**src/rtl/gnss_time_base.sv**
```systemverilog
// TIC / ACCUM time-base generator: two independent reloading down-counters with zero-count strobes.
// Optional TIME_BASE_ACCUM_SYNC_EN: force-reload the ACCUM counter on every pre-TIC strobe.
module gnss_time_base #(
    parameter int WIDTH = 24
) (
    input  logic             clk,
    input  logic             rstn,
    input  logic [WIDTH-1:0] tic_divide,
    input  logic [WIDTH-1:0] accum_divide,
    output logic             pre_tic_enable,
    output logic             tic_enable,
    output logic             accum_enable,
    output logic             accum_sample_enable,
    output logic [WIDTH-1:0] tic_count,
    output logic [WIDTH-1:0] accum_count
);

    logic [WIDTH-1:0] tic_next;
    logic [WIDTH-1:0] accum_next;

    assign pre_tic_enable = rstn & (tic_count == '0);
    assign accum_enable   = rstn & (accum_count == '0);

    always_comb begin
        tic_next = '0;
        if (tic_count == '0) begin
            tic_next = tic_divide;
        end else begin
            tic_next = tic_count - WIDTH'(1);
        end
    end

    always_comb begin
        accum_next = '0;
`ifdef TIME_BASE_ACCUM_SYNC_EN
        // A TIC epoch re-phases ACCUM; accum_enable still pulses if the count is 0 now.
        if (pre_tic_enable || (accum_count == '0)) begin
            accum_next = accum_divide;
        end else begin
            accum_next = accum_count - WIDTH'(1);
        end
`else
        if (accum_count == '0) begin
            accum_next = accum_divide;
        end else begin
            accum_next = accum_count - WIDTH'(1);
        end
`endif
    end

    always_ff @(posedge clk) begin
        if (!rstn) begin
            tic_count           <= '0;
            accum_count         <= '0;
            tic_enable          <= 1'b0;
            accum_sample_enable <= 1'b0;
        end else begin
            tic_count           <= tic_next;
            accum_count         <= accum_next;
            tic_enable          <= pre_tic_enable;
            accum_sample_enable <= accum_enable;
        end
    end

endmodule

```
**config.mk**
```make
export PLATFORM = sky130hd
export DESIGN_NAME = gnss_time_base
export DESIGN_NICKNAME = d
export VERILOG_FILES = /design/src/rtl/gnss_time_base.sv
export SDC_FILE = /design/constraint.sdc
export NUM_CORES = 1
export LEC_CHECK = 0
export CAP_MARGIN = 25
export CORE_ASPECT_RATIO = 1.2
export CORE_UTILIZATION = 40
export DETAILED_ROUTE_END_ITERATION = 10
export PLACE_DENSITY = 0.81
export SLEW_MARGIN = 20
export SYNTH_ARGS = -nofsm -noshare
export SYNTH_HDL_FRONTEND = slang
export SYNTH_SLANG_ARGS = --single-unit
export TNS_END_PERCENT = 5
```
**constraint.sdc**
```tcl
create_clock -name clk -period 1.93 [get_ports clk]
set_clock_uncertainty 0.2 [all_clocks]
set_input_delay 0.193 -clock clk [delete_from_list [all_inputs] [get_ports clk]]
set_output_delay 0.193 -clock clk [all_outputs]
set_load 0.02 [all_outputs]
```
==> flow_summary.yaml, run 1 <==
outcome:
  outcome: "finished with violations"
  violations: "negative setup slack"
die:
  rows: 32
  die-width_um: 76.3
  start_util: 0.413
  ios: 102
  die_h_um: 91.1
  core_area_um2: 6410
  die_area_um2: 6950
clock_network:
  cts_buffer_depth: 2
  cts-htree-levels: 2
  cts_root_buf: "clkbuf_8"
  cts.sinks: 50
  clkSlewWorstSetupHoldPaths_ns: 0.09
  hold_buffers: 0
  cts_buffers: 5
  cts_tree: "done"
  clkLatencyLatePin_ns: 0.29
power:
  p_leak_nw: 1.81
  powerDensity_nw_per_um2: 1750
  irDropWorstVdd_uv: 970
critical_path:
  critical_path_class: "flop to output port"
  worstSetupStartpointType: "flop"
  slowest_delay_ns: 0.56
  crit_family: "simple AND/OR/NAND/NOR gates"
  worstPathRequired_ns: 1.54
  crit_path_max_fanout: 3
  arrival_ns: 1.90
  path_cells: "or4_4, nor4b_4, nand4_4, nor2_4, buf_6"
  cp-end-kind: "output port"
  path_buf_inv: 1
  cp_slowest_cell: "or4_4"
cells_and_area:
  fin_area_um2: 4620
  area_growth_syn_to_layout_pct: 74.4
  finalNonFillerCells: 572
  fin_nets: 540
  num_antenna_cells: 0
  drive_above_1_share: 0.308
  nFillCells: 482
synth:
  ys_async_sr_fraction: 0
  synth_edf_count: 0
  yosysTopAreaCell: "dfxtp_1"
  synth_top_area_share: 0.378
  yosys-top-cells-count: "50 x dfxtp_1, 39 x nor2_1, 31 x a21oi_1, 29 x xnor2_1, 28 x o21ai_0"
  netlist_area_um2: 2650
  yosysMostFrequentCell: "dfxtp_1"
  synth_warnings: 0
  synth.distinct_cells: 44
  ys_seq_area_frac: 0.378
  synth_ff_type: "dfxtp_1"
  synth_area_leaders: "dfxtp_1 38%, xnor2_1 9.6%, a21oi_1 5.9%"
  netlist_instances: 310
  synth-seq-cells: 50
  syn_avg_cell_area_um2: 8.54
  syn-num-nets: 364
routing:
  drcViolationCount: 0
  vias_per_cell: 5.27
  postRouteAntennaNets: 0
  wire_per_inst_um: 15.5
  drt-pass1-iter-count: 4
  vias: 3017
  wl_um: 8850
  drt_iter0_drc: 163
sta:
  worst_slew_pin_slew_ns: 0.375
  max_freq_ghz: 0.436
  fin_crit_ns: 2.30
  finalCritPeriodShare: 1.19
  hold_viol: 0
  slew_viol_final: 0
  slew_headroom: 0.746
  setup_viol_count_final: 50
  hold-worst-slack_ns: 0.286
  fin_ws_ns: -0.366
  rsz0062_at_grt: "yes"
grt:
  antenna_found_initial: 0
  grt_first_pass_wirelength_um: 14000
  grt_max_degree: 48
  track_usage: 0.249
  first_global_vias: 3107
  gr-total-overflow: 0
placement:
  portBuffers: 101
  dp.final_hpwl_um: 6390
  dp_worst_setup_slack_ns: -0.618
  placed_area_um2: 4310
  routabilityCongestion: 0.916
  dp.cells: 560
min_path:
  hold_path_class: "input port to flop"
flow_run:
  cap_violations: 0
==> worst reg2reg max path, delay by kind of cell (launching register included) <==
| kind | cells | cell delay, ns |
|---|---|---|
| buf+inv | 1 | 0.16 |
| flops | 1 | 0.34 |
| compound gates | 1 | 0.13 |
| simple gates | 4 | 1.32 |
==> registers in the layout, summed over array words and instances, names as in the netlist <==
signal	cells
tic_enable	1
tic_count	24
accum_count	24
accum_sample_enable	1
==> layer usage <==
layer | up-vias | wire [um] | track usage
met1 | 1417 | 3520 | 0.262
met5 | - | 0 | 0
met4 | 0 | 284 | 0.122
met2 | 113 | 4690 | 0.474
met3 | 23 | 356 | 0.0402
li1 | 1464 | - | -
==> metrics by stage <==
stage               utilization  TNS, ns  power (mW)
detailed placement        0.672   -14.35        6.95
finish                    0.721   -11.24        8.10
CTS                       0.699   -11.79        7.82
floorplan                     -    -6.26        4.51
global placement          0.672   -11.34        6.79
global route              0.721   -16.11        8.60
==> layout make-up <==
type / count / area, um2 / share of cell area
inverters: 6 / 22.5 / 0.00488
flip-flops and latches: 50 / 1010 / 0.219
multi-input cells: 239 / 1710 / 0.370
well taps: 85 / 106 / 0.0230
clock inverters: 1 / 5.00 / 0.00108
clock buffers: 7 / 86.3 / 0.0187
repair buffers: 184 / 1680 / 0.363
==> cells in the final DEF, fill, tap and decap left out, types with 4 or more instances in the layout <==
cell type and count:
inv_1 6, xnor2_1 29, clkdlybuf4s50_1 98, nand3_1 6
buf_4 81, a211oi_2 9, ha_1 4, nor2_1 27
or4_4 4, dfxtp_1 44, a211oi_1 6, clkbuf_8 6
or3_1 4, a21oi_1 30, o21ai_1 9, o21ai_2 9
nor2_2 10, o21ai_0 10, xor2_1 8, nor4_2 4
nand2_1 12, dfxtp_2 5, nor3_1 18
==> path summary, 6_finish.rpt <==
kind,start,to,slack (ns),cells past startpoint
worst max-delay path,tic_count[19],pre_tic_enable,-0.37,5
worst min-delay path,accum_divide[0],accum_count[0],0.29,3
worst max register to register,accum_count[18],accum_count[23],-0.29,6
worst min register to register,tic_count[0],tic_count[0],0.37,2
==> cell families after synthesis <==
| kind of cell | Yosys count | synth area share |
|---|---|---|
| muxes | 1 | 0.00378 |
| and+or+nand+nor | 113 | 0.239 |
| AOI/OAI and AO/OA | 84 | 0.198 |
| buffers and inverters | 21 | 0.0406 |
| adders and majority gates | 4 | 0.0189 |
| DFF | 50 | 0.378 |
| xor gates and xnor gates | 37 | 0.122 |
==> where the power goes <==
group          switching (mW)  internal, mW
Combinational            2.89          2.92
Sequential              0.247          1.41
Clock                   0.345         0.290
Total                    3.48          4.61
==> timing repair <==
| item | CTS | global route |
|---|---|---|
| buffers inserted | 1 | 2 |
| pin swaps | 5 | 1 |
| gates resized for setup | 33 | 40 |
| gates cloned | 0 | 1 |
| setup endpoints to repair | 51 | 52 |
Note: power is estimated with default switching activity, not from simulation.
==> run 2, diff against run 1 <==
--- a/config.mk
+++ b/config.mk
@@ -5,7 +5,6 @@
 export SDC_FILE = /design/constraint.sdc
 export NUM_CORES = 1
 export LEC_CHECK = 0
-export CAP_MARGIN = 25
 export CORE_ASPECT_RATIO = 1.2
 export CORE_UTILIZATION = 40
 export DETAILED_ROUTE_END_ITERATION = 10
==> results of run 2 <==
Final layout, timing and power as in run 1 (identical DEF).
